[src/rtl/bsg_sipo_yumi_pkg.sv]
// Shared definitions for the serial-in parallel-out deserializer.
package bsg_sipo_yumi_pkg;

    localparam int unsigned frame_count_width = 16;

    // Word counter width: ceil(log2(els)), never narrower than one bit.
    function automatic int unsigned ctr_width(input int unsigned els);
        return (els > 1) ? int'($clog2(els)) : 1;
    endfunction

endpackage

[src/rtl/bsg_sipo_yumi_ctr.sv]
// Word position counter: counts 0..els_p-1 on each accepted word, flags the last slot.
module bsg_sipo_yumi_ctr
    import bsg_sipo_yumi_pkg::*;
#(
    parameter int unsigned els_p = 4,
    localparam int unsigned ctr_w = ctr_width(els_p)
) (
    input  logic             clk_i,
    input  logic             reset_n_i,
    input  logic             incr_i,
    output logic [ctr_w-1:0] count_o,
    output logic             last_c
);

    logic [ctr_w-1:0] count_r;

    assign last_c  = (count_r == ctr_w'(els_p - 1));
    assign count_o = count_r;

    // With els_p=1 last_c is always set, so the counter stays at 0.
    always_ff @(posedge clk_i or negedge reset_n_i) begin
        if (!reset_n_i) begin
            count_r <= '0;
        end else if (incr_i) begin
            count_r <= last_c ? '0 : count_r + ctr_w'(1);
        end
    end

endmodule

[src/rtl/bsg_serial_in_parallel_out_yumi.sv]
// Packs els_p valid/yumi serial words into a ready/valid parallel frame.
// Optional BSG_SIPO_YUMI_FRAME_COUNT_EN adds a 16-bit dequeued-frame counter.
module bsg_serial_in_parallel_out_yumi
    import bsg_sipo_yumi_pkg::*;
#(
    parameter int unsigned width_p                 = 16,
    parameter int unsigned els_p                   = 4,
    parameter int unsigned hi_to_lo_p              = 0,
    parameter int unsigned use_minimal_buffering_p = 0
) (
    input  logic                            clk_i,
    input  logic                            reset_n_i,
    input  logic                            valid_i,
    input  logic [width_p-1:0]              data_i,
    output logic                            yumi_o,
    output logic                            valid_o,
    output logic [els_p-1:0][width_p-1:0]   data_o,
    input  logic                            ready_and_i
`ifdef BSG_SIPO_YUMI_FRAME_COUNT_EN
   ,output logic [frame_count_width-1:0]    frame_count_o
`endif
);

    localparam int unsigned ctr_w = ctr_width(els_p);

    logic [ctr_w-1:0]               ctr_r;
    logic                           last_c;
    logic [ctr_w-1:0]               slot_c;
    logic                           yumi_c;
    logic [els_p-1:0][width_p-1:0]  asm_r;

    bsg_sipo_yumi_ctr #(
        .els_p (els_p)
    ) u_ctr (
        .clk_i     (clk_i),
        .reset_n_i (reset_n_i),
        .incr_i    (yumi_c),
        .count_o   (ctr_r),
        .last_c    (last_c)
    );

    assign slot_c = (hi_to_lo_p != 0) ? ctr_w'(els_p - 1) - ctr_r : ctr_r;
    assign yumi_o = yumi_c;

    // Assembly buffer holds no control state, so it needs no reset.
    always_ff @(posedge clk_i) begin
        if (yumi_c) begin
            asm_r[slot_c] <= data_i;
        end
    end

    if (use_minimal_buffering_p == 0) begin : g_full
        logic                           out_v_r;
        logic [els_p-1:0][width_p-1:0]  out_r;
        logic [els_p-1:0][width_p-1:0]  merged_c;

        // Last word bypasses the assembly buffer straight into the output register.
        always_comb begin
            merged_c         = asm_r;
            merged_c[slot_c] = data_i;
        end

        assign yumi_c = reset_n_i & valid_i & (~last_c | ~out_v_r | ready_and_i);

        // A completing frame takes priority over the dequeue of the old one.
        always_ff @(posedge clk_i or negedge reset_n_i) begin
            if (!reset_n_i) begin
                out_v_r <= 1'b0;
            end else if (yumi_c & last_c) begin
                out_v_r <= 1'b1;
            end else if (ready_and_i & out_v_r) begin
                out_v_r <= 1'b0;
            end
        end

        always_ff @(posedge clk_i) begin
            if (yumi_c & last_c) begin
                out_r <= merged_c;
            end
        end

        assign valid_o = out_v_r;
        assign data_o  = out_r;
    end else begin : g_min
        logic full_r;

        assign yumi_c = reset_n_i & valid_i & ~full_r;

        always_ff @(posedge clk_i or negedge reset_n_i) begin
            if (!reset_n_i) begin
                full_r <= 1'b0;
            end else if (yumi_c & last_c) begin
                full_r <= 1'b1;
            end else if (ready_and_i & full_r) begin
                full_r <= 1'b0;
            end
        end

        assign valid_o = full_r;
        assign data_o  = asm_r;
    end

`ifdef BSG_SIPO_YUMI_FRAME_COUNT_EN
    logic [frame_count_width-1:0] frame_count_r;

    always_ff @(posedge clk_i or negedge reset_n_i) begin
        if (!reset_n_i) begin
            frame_count_r <= '0;
        end else if (valid_o & ready_and_i) begin
            frame_count_r <= frame_count_r + frame_count_width'(1);
        end
    end

    assign frame_count_o = frame_count_r;
`endif

endmodule

[config.mk]
export PLATFORM = sky130hd
export DESIGN_NAME = bsg_serial_in_parallel_out_yumi
export DESIGN_NICKNAME = d
export VERILOG_FILES = /design/src/rtl/bsg_sipo_yumi_pkg.sv /design/src/rtl/bsg_sipo_yumi_ctr.sv /design/src/rtl/bsg_serial_in_parallel_out_yumi.sv
export SDC_FILE = /design/constraint.sdc
export NUM_CORES = 1
export LEC_CHECK = 0
export BUFFER_PORTS_ARGS = -buffer_cell sky130_fd_sc_hd__buf_4
export CAP_MARGIN = 20
export CORE_AREA = 2 2 125 127
export CTS_BUF_LIST = sky130_fd_sc_hd__clkbuf_8 sky130_fd_sc_hd__clkbuf_16
export CTS_CLUSTER_DIAMETER = 60
export DETAILED_ROUTE_END_ITERATION = 7
export DIE_AREA = 0 0 127 129
export PLACE_DENSITY_LB_ADDON = 0.08
export SLEW_MARGIN = 20
export SYNTH_ARGS = -nofsm -noshare
export SYNTH_HDL_FRONTEND = slang
export SYNTH_SLANG_ARGS = --single-unit
export TNS_END_PERCENT = 1
[constraint.sdc]
create_clock -name clk_i -period 4.6 [get_ports clk_i]
set_input_delay 0.92 -clock clk_i [delete_from_list [all_inputs] [get_ports clk_i]]
set_output_delay 0.92 -clock clk_i [all_outputs]
set_load 0.01 [all_outputs]
; ---- After elaboration in Yosys (flattened, before gate mapping)
; Cells that the tools add are included.
[op_classes]
muxes = 6
reduce_logical = 2
magnitude_cmp = 2
n_bitwise = 8
add_sub_neg = 1
eq_ne = 1
[op_table]
columns = cell, count
row1 = 64-bit bitwise mux, 1
row2 = 16-bit demux with 2-bit select, 1
row3 = 16-bit 2-to-1 mux, 1
row4 = 1-bit AND, 4
row5 = "2-bit by 3-bit < comparator with 1-bit output, second input constant", 1
row6 = "2-bit by 1-bit adder with 2-bit output, second input constant", 1
row7 = "2-bit == test, second input constant", 1
row8 = "2-bit by 1-bit greater-or-equal comparator with 1-bit output, second input constant", 1
row9 = 1-bit 2-to-1 mux, 2
row10 = 2-bit 2-to-1 mux, 1
row11 = 1-bit NOT, 2
row12 = 1-bit bitwise OR, 2
row13 = 2-bit nonzero test, 1
row14 = 1-bit logical AND, 1
[word_totals]
output_inout_bits = 66
in_bits = 20
ff_bits = 131
elab_cells = 30

; ---- Logic depth before layout (Yosys ltp)
[logic_depth]
word_depth = 7
depth_mapped = 5
depth_no_buf = 3

; ---- By module
; A second synthesis with hierarchy kept.
[unflattened]
cells_unflattened = 215
hier_area_um2 = 4878.4
[modules_own_cells]
columns = mod, cells_each, area_per_inst_um2, instances, seq_area_each_um2
row1 = bsg_serial_in_parallel_out_yumi, 209, 4784.6, 1, 3868.7
row2 = bsg_sipo_yumi_ctr, 6, 93.8, 1, 50.0

; ---- Worst setup path before layout
; OpenSTA, ideal clock, no wires.
[synth_timing]
path_kind = input-to-reg
startpoint = input reset_n_i
endpoint = register g_full.out_r (netlist bit data_o[0]) (enable)
path_stages = 2
required_ns = 4.114
setup_time_ns = 0.486
t_arrival_ns = 3.693
path_buffers = 0
setup_slack_ns = 0.421
path_cell_list = nand3_1 nor2_1
[synth_via]
elab_chain_cells = 3
[synth_rtl]
columns = item, line
row1 = start: declaration, bsg_serial_in_parallel_out_yumi.sv:12  ; input logic reset_n_i,
row2 = 1-bit AND (2 in a row), bsg_serial_in_parallel_out_yumi.sv:63  ; assign yumi_c = reset_n_i & valid_i & (~last_c | ~out_v_r | ready_and_i);
row3 = 1-bit AND, bsg_serial_in_parallel_out_yumi.sv:77  ; if (yumi_c & last_c) begin
row4 = end signal: assignment, bsg_serial_in_parallel_out_yumi.sv:78  ; out_r <= merged_c;
row5 = end: declaration, bsg_serial_in_parallel_out_yumi.sv:54  ; logic [els_p-1:0][width_p-1:0] out_r;
; Every way passes these cells.
; A chain may end at the register's enable or synchronous reset.

; ---- Worst setup path in the final report
[layout_timing]
startpoint = register u_ctr.count_r[0], in the netlist u_ctr.count_o[0]
endpoint = register g_full.out_r (netlist bit data_o[11]) (enable)
[layout_via]
elab_chain_cells = 6
[layout_rtl]
columns = item, line
row1 = start: declaration, bsg_sipo_yumi_ctr.sv:15  ; logic [ctr_w-1:0] count_r;
row2 = start signal: assignment, bsg_sipo_yumi_ctr.sv:25  ; count_r <= last_c ? '0 : count_r + ctr_w'(1);
row3 = 2-bit == test (*), bsg_sipo_yumi_ctr.sv:17  ; assign last_c = (count_r == ctr_w'(els_p - 1));
row4 = 1-bit NOT, bsg_serial_in_parallel_out_yumi.sv:63
row5 = 1-bit bitwise OR (2 in a row), bsg_serial_in_parallel_out_yumi.sv:63
row6 = 1-bit AND, bsg_serial_in_parallel_out_yumi.sv:63
row7 = 1-bit AND (*), bsg_serial_in_parallel_out_yumi.sv:77
; Every way passes the cells marked *; elsewhere a longest branch is shown, timed or not.

==> run summary <==
DRT Pass-1 Iters: 4
Sequential share of power: 45.4%
Commonest cells after routing, fill and taps aside: 128 x edfxtp_1, 90 x buf_4, 40 x mux2_4
Synthesized net count: 242
Fill count: 1373
Worst Max-Slew Pin Slew: 943.8 ps
Row cnt: 45
Area of placed instances: 5839 µm²
Sequential standard cell area: 3919 µm²
Clock transition at the registers of the reported paths: 50 ps
Switching Fraction: 24.37%
WL met3: 489 µm
Clk sinks: 131
Largest family of logic cells by synthesized area: multiplexers
Final setup skew: 4.390 ps
Crit path from: u_ctr.count_o[0]$_DFFE_PN0P_
Pins over their slew limit: 0
Post-Syn Area: 5017 µm²
Crit end category: flop
Worst-skew pair later-pin latency: 410 ps
Die footprint: 16380 µm²
DP Cell Count: 488
CTS resizes: 0
#FFs+latches synth: 131
Area share of and/or/nand/nor cells after synthesis: 0.7731%
Largest net degree at the start of global routing: 67
First-pass GRT wire length: 14520 µm
Tot GR Track Use: 12.22%
Initial DRC Count: 183
Area grow syn2layout: 26.56%
Post-synthesis compound-gate area fraction: 0.4239%
Routed Antenna Nets: 0
Slowest cell delay on critical path: 670 ps
Pwr dens: 544.6 nW/µm²
Syn Area/Cell: 23.02 µm²
FF-to-FF End: data_o[11]$_DFFE_PP_
Crit path buffers/inverters: 1
Finished Cell Area: 6350 µm²
Initial core utilization: 33.50%
Die width: 127 µm
Switching power: 0.0008427 W
TritonCTS Buffers: 17
DRT met1 WL: 4727 µm
Leakage: 2.375 nW
Top Layer Used: met4
Gate Count Post-Synth: 218
R2r setup slk: 1820 ps
Clock power share: 34.1%
Setup crit start kind: flop
Via-per-instance ratio: 4.523
Final total power: 0.003458 W
Critical Path RT: 4640 ps
Core Box Area: 14980 µm²
Max Root-Sink Buffers: 2
Detail Route met2 WL: 4200 µm
Final hold violations: 0
Setup violators final: 0
Max Clk Rate: 0.3600 GHz
Die Y: 129 µm
Initial antenna violation count: 0
Outcome: finished clean
Synth Area in Adders: 0.9975%
Slew HR: 37.08%
Multi-input logic area: 1002 µm²
Number of max-cap violations: 0
Final nets: 343
Vias in the first global route: 2361
Commonest non-fill, non-tap cell in the layout: edfxtp_1
Ant. Diodes: 0
Htree depth: 4
Xor and xnor area share after synthesis: 0%
Final hold slack: 304.6 ps
CP Max Fanout: 52
Logic gate share of total power: 20.4%
Internal power: 0.002616 W
Slowest CP cell: buf_4
Cell depth of the worst flop-to-flop path: 4
Synth unique cells: 16
IO Port Bufs: 85
Tmin final: 2778 ps
Final wirelength: 9566 µm
CTS Hold Buffers Added: 0
Mux cell area share after synthesis: 17.58%
Layout cells sized above 1: 53.92%
Crit path DAT: 2810 ps
Clock Tree Root: clkbuf_16
Top delay family on crit path: buffers and inverters
IO Pins: 86
Total number of vias: 2352
Final Cycle Share: 60.39%
Routability congestion estimate: 0.6510
Setup bufs post-CTS: 0
DP HPWL: 5584 µm
Hold WC Path Type: primary input to asynchronous set/reset pin
Synth warn: 0
Register area share after synthesis: 78.10%
Crit-path cells: ha_2 -> nand3_1 -> nor2_4 -> buf_4
Drt wl/cell: 18.40 µm
Total gr overflow: 0
Final setup TNS: 0 ps
DRC Markers: 0
Crit path kind: flop to flop
RSZ-0062 raised after global routing: no
CTS tree: done
Max VDD drop: 0.0002455 V
FF-to-FF Start: u_ctr.count_o[0]$_DFFE_PN0P_
Final Non-Filler Cells: 520
==> synthesized netlist by cell type <==
cell type / number / share of area, %
dfrtp_1: 3 / 1.5
nor2_1: 1 / 0.075
nand2_1: 1 / 0.075
mux2_4: 40 / 12
inv_1: 2 / 0.15
o21ai_0: 1 / 0.10
a21oi_4: 1 / 0.32
nor2b_4: 1 / 0.27
or3_1: 1 / 0.12
nand3_1: 1 / 0.10
mux2_2: 25 / 5.6
ha_1: 4 / 1.0
buf_12: 1 / 0.40
edfxtp_1: 128 / 77
nand2b_1: 1 / 0.12
buf_6: 7 / 1.6
==> sequential cells by signal (all words and copies together) (netlist names) <==
signal / flops
valid_o: 1
data_o: 64
asm_r: 64
u_ctr.count_o: 2
==> routing by layer <==
layer / track usage, % / vias to the layer above
met5: 0 / -
met4: 6.012 / 0
met3: 4.407 / 13
met2: 16.57 / 70
met1: 17.30 / 1207
li1: - / 1062
==> worst max path at each step <==
stage / slack [ps] / endpoint / cells after the start
finish: 1820 / data_o[11]$_DFFE_PP_ / 4
detailed placement: 1740 / data_o[41]$_DFFE_PP_ / 4
CTS: 1720 / data_o[11]$_DFFE_PP_ / 4
global route: 1590 / data_o[43]$_DFFE_PP_ / 4
global placement: 1800 / data_o[9]$_DFFE_PP_ / 4
floorplan: 420 / data_o[0]$_DFFE_PP_ / 2
==> cell families after synthesis <==
family          after synthesis
flops                       131
mux                          65
buf+inv                      10
simple gates                  6
fa+ha+maj                     4
compound gates                2
==> power groups by stage <==
| stage | Sequential (W) | Clock (W) | Combinational, W |
|---|---|---|---|
| 3_3_place_gp | 0.00159 | 0 | 0.000712 |
| 6_report | 0.00157 | 0.00118 | 0.000707 |
| 4_1_cts | 0.00157 | 0.00121 | 0.000728 |
| 2_1_floorplan | 0.00161 | 0 | 0.000533 |
| 3_5_place_dp | 0.00160 | 0 | 0.000723 |
| 5_1_grt | 0.00158 | 0.00126 | 0.000767 |
==> worst register-to-register path, delay by kind of cell (launching register included) <==
kind                     cells  cell delay [ps]
AND/OR/NAND/NOR              2              670
buffers and inverters        1              680
adder cells (fa/ha/maj)      1              650
flip-flops                   1              390
==> area by class of cell <==
type,count,area share (%)
Clock inverter,15,1.340
Multi-Input combinational cell,77,15.78
Timing Repair Buffer,90,10.64
Sequential cell,131,61.71
Tap cell,188,3.704
Inverter,2,0.1182
Clock buffer,17,6.700
==> per-stage QoR <==
| step | worst slack, ps | utilization (%) |
|---|---|---|
| 3_5_place_dp | 1741 | 38.99 |
| 6_report | 1822 | 42.40 |
| 3_3_place_gp | 1800 | 38.99 |
| 5_1_grt | 1586 | 42.40 |
| 4_1_cts | 1724 | 42.40 |
| 2_1_floorplan | 420.7 | - |
No activity file was read; power rests on OpenSTA's default activity.
